### src/rtl/edabk_transmitter_cfg.sv
// Parametrised UART transmitter: start, data (LSB/MSB first), optional parity, 1-2 stop bits.
// Accepts a word only in IDLE (tx_ready); finish pulses in the first IDLE cycle after the last stop bit.
module edabk_transmitter_cfg #(
  parameter int CLK_DIV    = 16,
  parameter int DATA_WIDTH = 8,
  parameter int PARITY_EN  = 0,
  parameter int PARITY_ODD = 0,
  parameter int STOP_BITS  = 1,
  parameter int MSB_FIRST  = 0
) (
  input  logic                  bclk,
  input  logic                  reset_n,
  input  logic                  tx_valid,
  output logic                  tx_ready,
  input  logic [DATA_WIDTH-1:0] tx_in,
  output logic                  tx_out,
  output logic                  busy,
  output logic                  finish
);

  localparam int CW = (CLK_DIV > 1) ? $clog2(CLK_DIV) : 1;
  localparam int BW = (DATA_WIDTH > 2) ? $clog2(DATA_WIDTH) : 2;
  localparam logic [CW-1:0] CNT_LAST  = CW'(CLK_DIV - 1);
  localparam logic [BW-1:0] DATA_LAST = BW'(DATA_WIDTH - 1);
  localparam logic [BW-1:0] STOP_LAST = BW'(STOP_BITS - 1);

  if (CLK_DIV < 1) begin : g_err_clk_div
    $error("edabk_transmitter_cfg: CLK_DIV must be >= 1");
  end
  if (DATA_WIDTH < 5 || DATA_WIDTH > 9) begin : g_err_data_width
    $error("edabk_transmitter_cfg: DATA_WIDTH must be 5..9");
  end
  if (STOP_BITS < 1 || STOP_BITS > 2) begin : g_err_stop_bits
    $error("edabk_transmitter_cfg: STOP_BITS must be 1 or 2");
  end
  if (PARITY_EN < 0 || PARITY_EN > 1 || PARITY_ODD < 0 || PARITY_ODD > 1 ||
      MSB_FIRST < 0 || MSB_FIRST > 1) begin : g_err_flags
    $error("edabk_transmitter_cfg: PARITY_EN, PARITY_ODD and MSB_FIRST must be 0 or 1");
  end

  typedef enum logic [2:0] {
    S_IDLE,
    S_START,
    S_DATA,
    S_PARITY,
    S_STOP
  } state_t;

  state_t                r_state;
  state_t                w_state_nxt;
  logic [CW-1:0]         r_cnt;
  logic [CW-1:0]         w_cnt_nxt;
  logic [BW-1:0]         r_bit;
  logic [BW-1:0]         w_bit_nxt;
  logic [DATA_WIDTH-1:0] r_shift;
  logic [DATA_WIDTH-1:0] w_shift_nxt;
  logic [DATA_WIDTH-1:0] w_shift_adv;
  logic                  r_parity;
  logic                  w_parity_nxt;
  logic                  r_tx_out;
  logic                  w_tx_out_nxt;
  logic                  r_finish;
  logic                  w_finish_nxt;
  logic                  w_tc;
  logic                  w_data_bit;

  assign w_tc        = (r_cnt == CNT_LAST);
  assign w_data_bit  = (MSB_FIRST != 0) ? r_shift[DATA_WIDTH-1] : r_shift[0];
  assign w_shift_adv = (MSB_FIRST != 0) ? {r_shift[DATA_WIDTH-2:0], 1'b0}
                                        : {1'b0, r_shift[DATA_WIDTH-1:1]};

  always_ff @(posedge bclk or negedge reset_n) begin
    if (!reset_n) begin
      r_state  <= S_IDLE;
      r_cnt    <= '0;
      r_bit    <= '0;
      r_shift  <= '0;
      r_parity <= 1'b0;
      r_tx_out <= 1'b1;
      r_finish <= 1'b0;
    end else begin
      r_state  <= w_state_nxt;
      r_cnt    <= w_cnt_nxt;
      r_bit    <= w_bit_nxt;
      r_shift  <= w_shift_nxt;
      r_parity <= w_parity_nxt;
      r_tx_out <= w_tx_out_nxt;
      r_finish <= w_finish_nxt;
    end
  end

  // tx_out is loaded with the level of the bit being entered, so it lines up with the state register.
  always_comb begin
    w_state_nxt  = r_state;
    w_cnt_nxt    = w_tc ? '0 : r_cnt + 1'b1;
    w_bit_nxt    = r_bit;
    w_shift_nxt  = r_shift;
    w_parity_nxt = r_parity;
    w_tx_out_nxt = r_tx_out;
    w_finish_nxt = 1'b0;
    case (r_state)
      S_IDLE: begin
        w_cnt_nxt    = '0;
        w_tx_out_nxt = 1'b1;
        if (tx_valid) begin
          w_state_nxt  = S_START;
          w_shift_nxt  = tx_in;
          w_parity_nxt = (^tx_in) ^ (PARITY_ODD != 0);
          w_bit_nxt    = '0;
          w_tx_out_nxt = 1'b0;
        end
      end
      S_START: begin
        if (w_tc) begin
          w_state_nxt  = S_DATA;
          w_bit_nxt    = '0;
          w_tx_out_nxt = w_data_bit;
          w_shift_nxt  = w_shift_adv;
        end
      end
      S_DATA: begin
        if (w_tc) begin
          if (r_bit == DATA_LAST) begin
            w_bit_nxt = '0;
            if (PARITY_EN != 0) begin
              w_state_nxt  = S_PARITY;
              w_tx_out_nxt = r_parity;
            end else begin
              w_state_nxt  = S_STOP;
              w_tx_out_nxt = 1'b1;
            end
          end else begin
            w_bit_nxt    = r_bit + 1'b1;
            w_tx_out_nxt = w_data_bit;
            w_shift_nxt  = w_shift_adv;
          end
        end
      end
      S_PARITY: begin
        if (w_tc) begin
          w_state_nxt  = S_STOP;
          w_bit_nxt    = '0;
          w_tx_out_nxt = 1'b1;
        end
      end
      S_STOP: begin
        w_tx_out_nxt = 1'b1;
        if (w_tc) begin
          if (r_bit == STOP_LAST) begin
            w_state_nxt  = S_IDLE;
            w_bit_nxt    = '0;
            w_finish_nxt = 1'b1;
          end else begin
            w_bit_nxt = r_bit + 1'b1;
          end
        end
      end
      default: begin
        w_state_nxt  = S_IDLE;
        w_cnt_nxt    = '0;
        w_tx_out_nxt = 1'b1;
      end
    endcase
  end

  assign tx_ready = (r_state == S_IDLE);
  assign busy     = (r_state != S_IDLE);
  assign tx_out   = r_tx_out;
  assign finish   = r_finish;

endmodule

### config.mk
export PLATFORM = sky130hd
export DESIGN_NAME = edabk_transmitter_cfg
export DESIGN_NICKNAME = d
export VERILOG_FILES = /design/src/rtl/edabk_transmitter_cfg.sv
export SDC_FILE = /design/constraint.sdc
export NUM_CORES = 1
export LEC_CHECK = 0
export CORE_MARGIN = 1
export CORE_UTILIZATION = 47
export DETAILED_ROUTE_END_ITERATION = 8
export HOLD_SLACK_MARGIN = 0.02
export PLACE_DENSITY_LB_ADDON = 0.12
export SLEW_MARGIN = 20
export SYNTH_ARGS = -nofsm -noshare
export SYNTH_HDL_FRONTEND = slang
export SYNTH_SLANG_ARGS = --single-unit
### constraint.sdc
create_clock -name bclk -period 2 [get_ports bclk]
set_input_delay 0.4 -clock bclk [delete_from_list [all_inputs] [get_ports bclk]]
set_output_delay 0.4 -clock bclk [all_outputs]
set_load 0.05 [all_outputs]
## Word level (Yosys, flattened, before mapping)

Index checks and enable logic that the tools add are counted.

- Register bits: 20
- Input bits: 11
- Output and inout bits: 4

- $add $sub $neg: 2
- Equality and inequality tests: 15
- Mux-type cells: 31
- Reductions and logical operators: 11

Operator list:

| cell | number |
|---|---|
| $mux W3 | 13 |
| $mux W8 | 4 |
| $pmux W8 S3 | 1 |
| $ne A2 B2 Y1 const B | 8 |
| $pmux W3 S5 | 1 |
| $pmux W3 S4 | 1 |
| $reduce_and A5 Y1 | 2 |
| $mux W1 | 8 |
| $mux W4 | 2 |
| $reduce_and A7 Y1 | 1 |
| $eq A3 B2 Y1 const B | 2 |
| $eq A3 B3 Y1 const B | 2 |
| $logic_not A3 Y1 | 2 |
| $reduce_bool A3 Y1 | 2 |
| $add A4 B1 Y4 const B | 1 |
| $eq A4 B4 Y1 const B | 1 |
| $pmux W1 S4 | 1 |
| $reduce_bool A4 Y1 | 1 |
| $reduce_or A4 Y1 | 1 |
| $add A3 B1 Y3 const B | 1 |
| $eq A3 B1 Y1 const B | 1 |
| $reduce_and A3 Y1 | 1 |
| $ne A2 B1 Y1 const B | 1 |
| $reduce_or A2 Y1 | 1 |

## Longest topological paths before layout

Gate-level depths: netlist of the first run.

- Depth in word-level cells: 4
- Gate-level depth with buffers: 6
- Gate-level depth less buffers: 6

## Least setup slack after synthesis of the first run

No wires, ideal clock.

- Kind: reg-to-reg
- Start point: register r_state[2]
- End point: register r_bit[0]
- Library setup time: 0.125 ns
- Arrival: 1.856 ns
- Required time: 1.875 ns
- Slack: 0.019 ns
- Cell stages (with the launch flop): 6
- Clock period less this slack: 1.981 ns
- Cells stage by stage: dfrtp_1 -> buf_2 -> or3_1 -> nand2_1 -> o32a_1 -> mux2_2

- Longest elaborated chain between the ends: 4

RTL lines:

| what | line | text |
|---|---|---|
| start: declaration | 49 | `state_t r_state;` |
| start signal: assignment | 82 | `r_state <= w_state_nxt;` |
| $eq A3 B2 Y1 or $eq A3 B1 Y1 (tied branches) | 101 | `case (r_state)` |
| $reduce_or A2 Y1 (no line) | -- |  |
| $ne A2 B1 Y1 (no line) or $reduce_bool A4 Y1 (tied branches) | -- |  |
| $reduce_and A5 Y1 (no line) | -- |  |
| end signal: assignment | 84 | `r_bit <= w_bit_nxt;` |
| end: declaration | 53 | `logic [BW-1:0] r_bit;` |

Parallel ways exist; a longest one is shown, timed or not.
A chain may end at the register's enable or synchronous reset.

## Worst setup path after layout of the first run

- Start point: register r_bit[1]
- End point: register r_shift[4]

- Longest elaborated chain between the ends: 3

RTL lines:

| what | line | text |
|---|---|---|
| $eq A3 B3 Y1 | 123 | `if (r_bit == DATA_LAST) begin` |
| $ne A2 B2 Y1 (no line) | -- |  |
| $reduce_and A5 Y1 (no line) | -- |  |
| end signal: assignment | 85 | `r_shift <= w_shift_nxt;` |
| end: declaration | 55 | `logic [DATA_WIDTH-1:0] r_shift;` |

Every way passes these cells.

==> metrics.yaml, run 1 <==
routing:
  viasPerCell: 5.686
  postRouteAntennaNets: 0
  wl_per_cell_um: 13.85
  vias: 870
  drc: 0
  dr.pass1.iters: 4
  drt-initial-drc-count: 29
  wirelength_um: 2119
worst_setup_path:
  crit_slowest_cell: "dfrtp_1"
  crit_chain: "ha_1 -> ha_1 -> or3b_4 -> a21oi_4 -> a21boi_4 -> a2bb2oi_1"
  cp.arrival_ns: 2.15
  r2r_slack_ns: 0.10
  worstSetupEndpointType: "flip-flop"
  worst_setup_path_start_kind: "flip-flop"
  reg2regPathDepth: 6
  critPathRequiredTime_ns: 2.25
  critPathKind: "reg -> reg"
  cpPeakStageDelay_ns: 0.41
  timing.rr.start: "r_bit[1]"
  reg2reg_to: "r_shift[4]"
  crit_top_cell: "ha_1"
  crit_path_max_fanout: 8
logic_synthesis:
  async_flop_share_pct: 100.0
  synth-compound-area-share_pct: 22.57
  yosysWarnings: 0
  synth_xor_area_share_pct: 1.620
  synth-seq-cells: 20
  syn_nets: 120
  syn_area_um2: 1081
  seq_area_frac_synth_pct: 46.41
  synth_fa_ha_area_share_pct: 4.630
  avgSynthCellArea_um2: 10.30
  synth_cell_types: 35
  synth_top_flop_cell: "dfrtp_1"
  synth_top_family_by_area: "compound AO/OA/AOI/OAI gates"
  synth-simple-area-share_pct: 16.67
  syn-instance-count: 105
  synth_edf_count: 0
  synthMuxAreaShare_pct: 3.125
grt:
  grt_overflow: 0
  track_usage_pct: 18.94
  grt_pass1_wl_um: 3539
  grt_max_degree: 18
  grt.busiest_layer: "met2"
  grt_pass1_vias: 798
  grt.met3_usage_pct: 3.704
  grt_antenna_before_repair: 0
  grtUsageMet1_pct: 26.22
  grt_util_met2_pct: 29.05
placement:
  preCtsSetupSlack_ns: 0.07581
  place_congestion: 0.7442
  hpwl_um: 1528
  portBuffers: 14
die:
  rows: 17
  die_h_um: 49.96
  core_um2: 2191
  io-pin-count: 15
  start_util_pct: 49.34
  die-area_um2: 2496
  fp.dieW_um: 49.96
cells_and_area:
  post_route_cells_drive_above_1_share_pct: 18.40
  antenna_cells: 0
  seq_area_um2: 501.7
  fillers: 187
  utilization_pct: 61.39
  final_nets: 141
  syn2layout_area_growth_pct: 24.42
  multi_input_area_um2: 531.8
sta:
  rsz0062_at_grt: "no"
  finalHoldViolations: 0
  timing.setup.tns_ns: 0
  post-route-worst-setup-slack_ns: 0.1034
  fin_crit_sh_pct: 94.83
  tightest_slew_ns: 0.5181
  finalSetupViolations: 0
  min_period_ns: 1.897
  max_freq_mhz: 527.2
  slew_headroom_pct: 65.35
  skew_ns: 0.008307
  finalMaxSlewViolations: 0
clock_tree:
  cts_tree: "built"
  insertion_delay_ns: 0.32
  clock_sinks: 20
  htree_levels: 1
  cts_inserted_buffers: 3
  cts_buffer_depth: 2
  cts-root-buf: "clkbuf_4"
  clkSlewWorstSetupHoldPaths_ns: 0.12
  postCtsHoldBufs: 0
hold_path:
  worst_hold_path_type: "in -> async"
power_and_ir_drop:
  peakVddDrop_v: 0.0007307
  power_density_nw_per_um2: 1454
  total_power_mw: 1.956
  power_leakage_nw: 0.5857
outcome:
  run_status: "finished clean"
job:
  max_cap_violations: 0
Yosys cell counts (3+ instances only):
| library cell | instances | area, um^2 |
|---|---|---|
| dfrtp_1 | 19 | 475.5 |
| o22ai_1 | 8 | 50.05 |
| ha_1 | 4 | 50.05 |
| a21oi_1 | 6 | 30.03 |
| nor2_1 | 7 | 26.28 |
| a2bb2oi_1 | 8 | 70.07 |
| nor3b_1 | 3 | 22.52 |
| clkbuf_1 | 3 | 11.26 |
| nand3_1 | 4 | 20.02 |
| mux2_2 | 3 | 33.78 |
| inv_1 | 7 | 26.28 |
| o21ai_0 | 5 | 25.02 |
timing repair:
item / CTS / global route
endpoints found under the setup margin: 0 / 5
resized for setup: 0 / 1
setup buffers: 0 / 1
state kept, by name (all words and copies together), names as in the netlist:
signal   flops
r_bit        3
tx_out       1
r_state      3
r_cnt        4
r_shift      8
finish       1
worst max path at each step:
stage | from | endpoint | slack, ns | cells past startpoint
finish | r_bit[1] | r_shift[4] | 0.10 | 6
detailed placement | r_bit[0] | r_shift[5] | 0.08 | 6
CTS | r_bit[0] | r_shift[5] | 0.07 | 6
floorplan | r_state[2] | r_bit[0] | 0.02 | 5
global placement | r_bit[0] | r_shift[3] | 0.13 | 6
global route | r_bit[0] | r_shift[4] | 0.0005 | 6
routing by layer:
| layer | share of wire [%] | up-vias | wire length [um] |
|---|---|---|---|
| met3 | 3.0 | 2 | 64 |
| met4 | 0.85 | 0 | 18 |
| met5 | 0 | - | 0 |
| met2 | 45 | 14 | 955 |
| met1 | 51 | 425 | 1081 |
| li1 | - | 429 | - |
layout make-up:
class                   count  area share (%)
clock buffers               3           1.674
clock inverters             1           2.233
inverters                   7           1.953
multi-input cells          73           39.53
flip-flops and latches     20           37.30
well taps                  28           2.605
repair buffers             21           14.70
cells by family after synthesis:
| family | after synthesis |
|---|---|
| buf+inv | 12 |
| compound gates | 33 |
| xor+xnor | 2 |
| mux | 3 |
| flops | 20 |
| fa+ha+maj | 4 |
| simple gates | 31 |
critical path: cells and delay by family, from the launching register on:
kind / cells / cell delay, ns
and+or+nand+nor: 1 / 0.39
DFF: 1 / 0.41
AOI/OAI and AO/OA: 3 / 0.64
adders and majority gates: 2 / 0.40
cells in the final DEF, fill, tap and decap left out, types with 3 or more instances in the layout:
cell / count
o22ai_1: 8
a2bb2oi_1: 7
dfrtp_1: 19
a21oi_1: 6
inv_1: 7
nor3b_1: 3
clkbuf_4: 3
o21ai_0: 5
nand3_1: 4
clkdlybuf4s50_1: 11
buf_4: 9
nor2_1: 7
mux2_2: 3
ha_1: 4
where the power goes:
group	switching [mW]	leakage (nW)	total, mW	internal [mW]
Combinational	0.488	0.316	0.948	0.460
Sequential	0.104	0.241	0.670	0.565
Clock	0.135	0.0279	0.338	0.203
metrics by stage:
step,area (um^2),hold slack [ns],std cells
finish,1345,0.4115,153
CTS,1331,0.4269,152
global placement,1279,0.4868,148
floorplan,1081,0.1044,105
global route,1345,0.4307,153
detailed placement,1279,0.4942,148
Note: power is estimated with default switching activity, not from simulation.
==> run 2: changes to the inputs <==
--- a/config.mk
+++ b/config.mk
@@ -5,6 +5,7 @@
 export SDC_FILE = /design/constraint.sdc
 export NUM_CORES = 1
 export LEC_CHECK = 0
+export CAP_MARGIN = 0
 export CORE_MARGIN = 1
 export CORE_UTILIZATION = 47
 export DETAILED_ROUTE_END_ITERATION = 8
==> results of run 2 <==
No change in the layout: final DEF, timing and power equal those of run 1.
